`config.mk`:
```
export PLATFORM = sky130hd
export DESIGN_NAME = pipe_ctrl
export DESIGN_NICKNAME = d
export VERILOG_FILES = /design/src/rtl/common.sv /design/src/rtl/pipes.sv /design/src/rtl/fwd_mux.sv /design/src/rtl/pipe_ctrl.sv
export SDC_FILE = /design/constraint.sdc
export NUM_CORES = 1
export LEC_CHECK = 0
export CAP_MARGIN = 20
export CORE_ASPECT_RATIO = 1.2
export CORE_MARGIN = 2
export CORE_UTILIZATION = 30
export CTS_CLUSTER_DIAMETER = 40
export DETAILED_ROUTE_END_ITERATION = 12
export PLACE_DENSITY_LB_ADDON = 0.1
export SYNTH_ARGS = -nofsm -noshare
export SYNTH_HDL_FRONTEND = slang
export SYNTH_SLANG_ARGS = --single-unit
```
`constraint.sdc`:
```
create_clock -name clk -period 6.6 [get_ports clk]
set_input_delay 1.32 -clock clk [delete_from_list [all_inputs] [get_ports clk]]
set_output_delay 1.32 -clock clk [all_outputs]
set_load 0.005 [all_outputs]
```
`src/rtl/common.sv`:
```
// Shared core-wide types: register-file address.
package common;
   localparam int unsigned REG_AW = 5;
   typedef logic [REG_AW-1:0] creg_addr_t;
endpackage

```
`src/rtl/pipes.sv`:
```
// Pipeline command and stage-control types shared by the hazard unit and pipe_ctrl.
package pipes;
   import common::*;

   typedef struct packed {
      logic [1:0] forwardA;
      logic [1:0] forwardB;
      logic       stallF;
      logic       stallD;
      logic       stallE;
      logic       flushM;
   } hazard_data_t;

   typedef struct packed {
      logic       valid;
      creg_addr_t rs;
      creg_addr_t rt;
      creg_addr_t dst;
      logic       reg_write;
      logic       mem_to_reg;
   } stage_ctl_t;

   localparam logic [1:0] FWD_RF = 2'b00;
   localparam logic [1:0] FWD_W  = 2'b01;
   localparam logic [1:0] FWD_M  = 2'b10;
endpackage

```
`src/rtl/fwd_mux.sv`:
```
// Operand bypass select over register-file, W and M sources; flags the unused code.
module fwd_mux
   import pipes::*;
#(
   parameter int unsigned DW = 32
) (
   input  logic [1:0]    sel,
   input  logic [DW-1:0] rf,
   input  logic [DW-1:0] w,
   input  logic [DW-1:0] m,
   output logic [DW-1:0] y_c,
   output logic          illegal_c
);

   always_comb begin
      y_c       = rf;
      illegal_c = 1'b0;
      case (sel)
         FWD_M:   y_c = m;
         FWD_W:   y_c = w;
         FWD_RF:  y_c = rf;
         default: illegal_c = 1'b1;
      endcase
   end

endmodule

```
`src/rtl/pipe_ctrl.sv`:
```
// D/E/M/W stage-control registers with stall/flush/forward handling and perf counters.
module pipe_ctrl
   import common::*;
   import pipes::*;
#(
   parameter int unsigned DW = 32,
   parameter int unsigned CW = 32
) (
   input  logic          clk,
   input  logic          reset,
   input  hazard_data_t  hazard_data,
   input  logic          fetch_valid,
   input  creg_addr_t    dec_rs,
   input  creg_addr_t    dec_rt,
   input  creg_addr_t    dec_dst,
   input  logic          dec_reg_write,
   input  logic          dec_mem_to_reg,
   input  logic [DW-1:0] rd1_D,
   input  logic [DW-1:0] rd2_D,
   input  logic [DW-1:0] alu_result_M,
   input  logic [DW-1:0] result_W,
   output logic          pc_en,
   output creg_addr_t    rsE,
   output creg_addr_t    rtE,
   output creg_addr_t    write_reg_M,
   output creg_addr_t    write_reg_W,
   output logic          mem_to_reg_E,
   output logic          mem_to_reg_M,
   output logic          mem_to_reg_W,
   output logic          reg_write_M,
   output logic          reg_write_W,
   output logic          valid_D,
   output logic          valid_E,
   output logic          valid_M,
   output logic          valid_W,
   output logic [DW-1:0] srcA_E,
   output logic [DW-1:0] srcB_E,
   output logic [CW-1:0] stall_cnt,
   output logic [CW-1:0] bubble_cnt,
   output logic [CW-1:0] retire_cnt,
   output logic          proto_err
);

   stage_ctl_t    d_q, e_q, m_q, w_q;
   stage_ctl_t    dec_c;
   logic [DW-1:0] rd1_q, rd2_q;
   logic          err_a_c, err_b_c;
   logic          m_bubble_c;
   logic          unused_fields;

   function automatic logic [CW-1:0] sat_inc(input logic [CW-1:0] c);
      return (&c) ? c : c + CW'(1);
   endfunction

   assign dec_c = '{valid:      fetch_valid,
                    rs:         dec_rs,
                    rt:         dec_rt,
                    dst:        dec_dst,
                    reg_write:  dec_reg_write,
                    mem_to_reg: dec_mem_to_reg};

   assign m_bubble_c = hazard_data.flushM | hazard_data.stallE;

   // rd1_D/rd2_D are the register-file reads for the instruction currently held in D.
   always_ff @(posedge clk or posedge reset) begin
      if (reset) begin
         d_q        <= '0;
         e_q        <= '0;
         m_q        <= '0;
         w_q        <= '0;
         rd1_q      <= '0;
         rd2_q      <= '0;
         stall_cnt  <= '0;
         bubble_cnt <= '0;
         retire_cnt <= '0;
         proto_err  <= 1'b0;
      end else begin
         if (!hazard_data.stallD) d_q <= dec_c;

         if (!hazard_data.stallE) begin
            if (hazard_data.stallD) begin
               e_q   <= '0;
               rd1_q <= '0;
               rd2_q <= '0;
            end else begin
               e_q   <= d_q;
               rd1_q <= rd1_D;
               rd2_q <= rd2_D;
            end
         end

         m_q <= m_bubble_c ? '0 : e_q;
         w_q <= m_q;

         if (hazard_data.stallF | hazard_data.stallD | hazard_data.stallE)
            stall_cnt <= sat_inc(stall_cnt);
         if (m_bubble_c) bubble_cnt <= sat_inc(bubble_cnt);
         if (w_q.valid)  retire_cnt <= sat_inc(retire_cnt);

         if ((hazard_data.stallE & ~hazard_data.stallD) | err_a_c | err_b_c)
            proto_err <= 1'b1;
      end
   end

   fwd_mux #(.DW(DW)) u_fwd_a (
      .sel       (hazard_data.forwardA),
      .rf        (rd1_q),
      .w         (result_W),
      .m         (alu_result_M),
      .y_c       (srcA_E),
      .illegal_c (err_a_c)
   );

   fwd_mux #(.DW(DW)) u_fwd_b (
      .sel       (hazard_data.forwardB),
      .rf        (rd2_q),
      .w         (result_W),
      .m         (alu_result_M),
      .y_c       (srcB_E),
      .illegal_c (err_b_c)
   );

   // Reset forces the PC enable so fetch restarts on the first edge after release.
   assign pc_en        = reset | ~hazard_data.stallF;

   assign valid_D      = d_q.valid;
   assign valid_E      = e_q.valid;
   assign valid_M      = m_q.valid;
   assign valid_W      = w_q.valid;
   assign rsE          = e_q.rs;
   assign rtE          = e_q.rt;
   assign write_reg_M  = m_q.dst;
   assign write_reg_W  = w_q.dst;
   assign mem_to_reg_E = e_q.mem_to_reg & e_q.valid;
   assign mem_to_reg_M = m_q.mem_to_reg & m_q.valid;
   assign mem_to_reg_W = w_q.mem_to_reg & w_q.valid;
   assign reg_write_M  = m_q.reg_write  & m_q.valid;
   assign reg_write_W  = w_q.reg_write  & w_q.valid;

   assign unused_fields = ^{d_q.rs, d_q.rt, d_q.dst, d_q.reg_write, d_q.mem_to_reg,
                            e_q.dst, e_q.reg_write, m_q.rs, m_q.rt, w_q.rs, w_q.rt};

endmodule
```
After elaboration in Yosys (flattened, before gate mapping)
Cells that the tools add are included.
{"block": "classes", "eq_ne": 4, "reduce_logical": 10, "bitwise": 17, "muxes": 8, "div": 0, "multipliers": 0, "n_lt_le_gt_ge": 0, "add_sub_neg": 3, "shift": 0}
{"cell": "$pmux 32 s2", "count": 2}
{"cell": "$add 32x1->32 const B", "count": 3}
{"cell": "$reduce_and 32->1", "count": 3}
{"cell": "$mux 32", "count": 2}
{"cell": "$mux 18", "count": 2}
{"cell": "$and 1x1->1", "count": 6}
{"cell": "$or 1x1->1", "count": 6}
{"cell": "$reduce_and 2->1", "count": 3}
{"cell": "$reduce_or 3->1", "count": 2}
{"cell": "$not 1->1", "count": 5}
{"cell": "$eq 2x1->1 const B", "count": 2}
{"cell": "$eq 2x2->1 const B", "count": 2}
{"cell": "$logic_not 2->1", "count": 2}
{"cell": "$mux 1", "count": 2}
{"block": "word_totals", "register_bits": 213, "mem_bits_rw": 0, "input_bits": 156, "latch_bits": 0, "romBits": 0, "n_memories": 0, "word_cells": 68}

Longest topological paths before layout
{"block": "logic_depth", "word_depth": 5, "depth_mapped": 7, "mapped_depth_nobuf": 6}

Cells and area by module
From an unflattened synthesis, not the netlist that was laid out.
{"block": "hier_totals", "hier_cells": 957, "hier_area_um2": 10392.5}
{"module": "pipe_ctrl", "n_inst": 1, "seq_area_each_um2": 5330.1, "cells_per_inst": 729, "area_per_inst_um2": 9078.7}
{"module": "fwd_mux", "n_inst": 2, "seq_area_each_um2": 0.0, "cells_per_inst": 114, "area_per_inst_um2": 656.9}

Worst setup path after synthesis
Ideal clock, no wire load.
{"block": "synth_path", "kind": "input port to output port", "start": "in reset", "end": "out pc_en", "n_path_buf": 0, "slack_ns": -0.701, "t_arrival_ns": 5.981, "cell_stages": 2, "required_time_ns": 5.280, "path_cell_list": "inv_1 nand2_1"}
{"block": "synth_between", "elab_chain_len": 1}
{"item": "from (decl)", "line_no": "pipe_ctrl.sv:10", "source": "input logic reset,"}
{"item": "$or 1x1->1", "line_no": "pipe_ctrl.sv:124", "source": "assign pc_en = reset | ~hazard_data.stallF;"}
{"item": "to (decl)", "line_no": "pipe_ctrl.sv:22", "source": "output logic pc_en,"}
No other way between the ends.

Worst setup path in the final report
{"block": "layout_path", "start": "in hazard_data[6] (netlist bit)", "end": "out srcA_E[18]"}
{"block": "layout_between", "elab_chain_len": 2, "word_cells_on_any_way": 3, "cone_classes": "eq/ne: 2; mux: 1"}
{"item": "from (decl)", "line_no": "pipe_ctrl.sv:11", "source": "input hazard_data_t hazard_data,"}
{"item": "$eq 2x1->1 / $eq 2x2->1 (equally long branches)", "line_no": "fwd_mux.sv:18", "source": "case (sel)"}
{"item": "$pmux 32 s2 *", "line_no": "fwd_mux.sv:18"}
{"item": "to (decl)", "line_no": "pipe_ctrl.sv:36", "source": "output logic [DW-1:0] srcA_E,"}
Mark *: on every way between the ends. The rest lies on a longest branch, timed or not.

==> flow_summary.ini <==
[finish]
num-fill-cells = 3111
finish.instance_area_um2 = 15270
instances_no_fill = 1767
area_delta_synth_final_pct = 49.79
regArea_um2 = 5330
drive_above_1_share_pct = 9.084
nets = 1446
multi_input_area_um2 = 4457

[critical_path]
arrival_ns = 3.87
path_max_fanout = 24
cp-start-kind = input pin
end_kind = output port
critPathKind = in -> out
critPathRequiredTime_ns = 5.28
rrSetupSlack_ns = 3.91
timing.rr.start = bubble_cnt[20]
ff2ff_path_depth = 5
reg2reg_to = bubble_cnt[1]

[worst_hold_path]
hold_path.class = reg -> reg
hold_end = write_reg_W[2]
worstHoldPathCells = 0
min_from = write_reg_M[2]

[cts]
cts_inserted_buffers = 38
insertion_delay_ns = 0.52
path_clk_slew_ns = 0.05
cts_htree_levels = 2
cts_tree = done
cts_sinks = 213
clock-root-buffer = clkbuf_16
ctsResizeCount = 0
post-cts-setup-buffers = 0
postCtsHoldBufs = 0
cts_buffer_depth = 3

[place]
preCtsSetupSlack_ns = 1.440
gp_congestion = 0.9038
dp.cells = 1689
placed_cell_area_um2 = 13940
post-dp-hpwl_um = 26070
io_buffers = 346

[global_routing]
grt_pass1_vias = 8967
met3_usage_pct = 6.453
grtUsageTotal_pct = 19.63
gr-total-overflow = 0
top_usage_layer = met2
grt_max_degree = 78
use_met2_pct = 30.38
antenna_found_initial = 5
grt_first_pass_wirelength_um = 53140
use_met1_pct = 25.09

[yosys]
synthArstFlopShare_pct = 100.0
post_synth.cell_area_avg_um2 = 10.64
synth_nets = 1123
yosysTopAreaCell = dfrtp_1
syn-instance-count = 958
synth_edf_count = 0
synth_ff_type = dfrtp_1
synthXorXnorAreaFrac_pct = 7.561
syn_area_um2 = 10190
synth-adder-area-share_pct = 1.105
synth_top_area_share_pct = 52.29
synthMuxAreaShare_pct = 2.529
yosysSeqAreaShare_pct = 52.29
synth_cell_type_count = 49
yosys-top-cells-area = dfrtp_1 52%, a22o_1 7.0%, a22oi_1 4.7%
synth_compound_area_share_pct = 16.46
yosysWarnings = 0
yosys_register_bits = 213
synth_top_family_by_area = compound AO/OA/AOI/OAI gates
synthSimpleGateAreaFrac_pct = 15.97

[detailed_routing]
dr.first_iter.drc_count = 559
drc = 0
vias = 8844
final_antenna_net_count = 0
avgRoutedWirePerCell_um = 20.17
drtPass1Iterations = 5
drt_wl_total_um = 35640
vias_per_cell = 5.005

[timing]
timing.fmax_ghz = 0.1926
period_share_pct = 78.68
max-slew-margin-rel_pct = 30.23
final.setup.worst_slack_ns = 1.407
hold_viol_final = 0
worstMarginPinSlew_ns = 1.047
layout_min_cycle_time_ns = 5.193
setup_viol = 0
clock_skew_ns = 0.01353
rsz0062_at_grt = false
fin_setup_tns_ns = 0
slew_viol_final = 0

[floorplanning]
die_x_um = 172.3
start_util_pct = 30.58
io_pins = 347
dieArea_um2 = 35470
fp.coreArea_um2 = 33340
rows = 73
die_y_um = 205.9

[outcome]
status = finished clean

[pwr]
pwr-share-seq_pct = 36.9
clockPowerShare_pct = 46.2
sw_frac_of_total_pct = 27.17
ir_worst_vdd_uv = 143.9
intPower_w = 0.003038
power.total_w = 0.004172
leakage_nw = 6.310
switchingPower_w = 0.001134
powerDensity_nw_per_um2 = 273.2
combPwrFrac_pct = 16.8

[flow_run]
max_cap_viol_count = 0
-- layout make-up --
type	count	area share [%]
clock buffers	44	6.711
diodes	7	0.1147
multi-input cells	658	29.19
clock inverters	25	1.623
flip-flops and latches	213	34.91
well taps	450	3.688
inverters	11	0.2950
repair buffers	359	23.47
-- sequential cells by signal (all words and copies together) (netlist names) --
register / flops
m_q: 2
proto_err: 1
retire_cnt: 32
rsE: 5
valid_M: 1
bubble_cnt: 32
valid_E: 1
stall_cnt: 32
valid_D: 1
valid_W: 1
e_q: 7
rd2_q: 32
write_reg_M: 5
d_q: 17
rtE: 5
rd1_q: 32
write_reg_W: 5
w_q: 2
-- worst max-delay path, cell delays in order --
cell	delay, ns
clkdlybuf4s50_1	0.51
ha_1	0.86
buf_4	0.31
a22oi_1	0.09
o21ai_0	0.23
clkdlybuf4s50_1	0.53
-- routing by layer --
layer / up-vias / wire (um)
met3: 73 / 2813
met5: - / 0
li1: 4169 / -
met2: 337 / 16720
met4: 0 / 1116
met1: 4265 / 14990
-- synth_stat cells (9+ instances only) --
master,instances
clkbuf_1,49
dfrtp_1,213
nand2_1,92
o21ai_0,70
inv_1,11
buf_4,21
and3_1,18
and2_1,18
mux2_2,22
nand3_1,42
nor2_1,29
xnor2_1,52
nor3_1,17
xor2_1,36
nand4_1,41
a22o_1,81
nor4_1,14
a22oi_1,64
ha_1,9
-- cells by family (layout without fill, tap and decap cells) --
logic type	after synthesis	count (layout)
buffers and inverters	87	439
XOR/XNOR	88	88
AO/OA/AOI/OAI	233	233
other	0	7
multiplexers	23	23
flip-flops	213	213
AND/OR/NAND/NOR	305	305
adder cells (fa/ha/maj)	9	9
-- power by group through the flow --
| stage | clock network, W | logic, W | registers (W) |
|---|---|---|---|
| 6_report | 0.00193 | 0.000703 | 0.00154 |
| 5_1_grt | 0.00205 | 0.000764 | 0.00156 |
| 2_1_floorplan | 0 | 0.000297 | 0.00154 |
| 4_1_cts | 0.00198 | 0.000709 | 0.00154 |
| 3_3_place_gp | 0 | 0.000701 | 0.00156 |
| 3_5_place_dp | 0 | 0.000708 | 0.00156 |
-- cells in the final DEF (no fill, tap or decap), types with 10 or more instances in the layout --
| master | Yosys | routed |
|---|---|---|
| xnor2_1 | 52 | 52 |
| mux2_2 | 22 | 22 |
| nand2_1 | 92 | 92 |
| and2_1 | 18 | 18 |
| clkdlybuf4s50_1 | 0 | 345 |
| nor3_1 | 17 | 17 |
| nor2_1 | 29 | 28 |
| inv_1 | 11 | 10 |
| a22o_1 | 81 | 81 |
| dfrtp_1 | 213 | 213 |
| nand3_1 | 42 | 42 |
| and3_1 | 18 | 18 |
| nor4_1 | 14 | 14 |
| a22oi_1 | 64 | 64 |
| clkbuf_16 | 0 | 39 |
| o21ai_0 | 70 | 70 |
| xor2_1 | 36 | 36 |
| nand4_1 | 41 | 41 |
| buf_4 | 21 | 12 |
-- how the worst max path moves through the flow --
stage                   startpoint    endpoint  cells past startpoint
global placement    hazard_data[7]  srcA_E[27]                      6
finish              hazard_data[6]  srcA_E[18]                      6
CTS                 hazard_data[6]  srcA_E[18]                      6
detailed placement  hazard_data[6]  srcA_E[18]                      6
global route        hazard_data[7]  srcA_E[19]                      7
floorplan                    reset       pc_en                      2
-- metrics by stage --
| stage | util, % | hold WS [ns] |
|---|---|---|
| floorplan | - | 0.3467 |
| global placement | 41.81 | 0.3628 |
| detailed placement | 41.81 | 0.3618 |
| CTS | 45.63 | 0.3737 |
| global route | 45.78 | 0.3767 |
| finish | 45.80 | 0.3700 |
No activity file was read; power rests on OpenSTA's default activity.
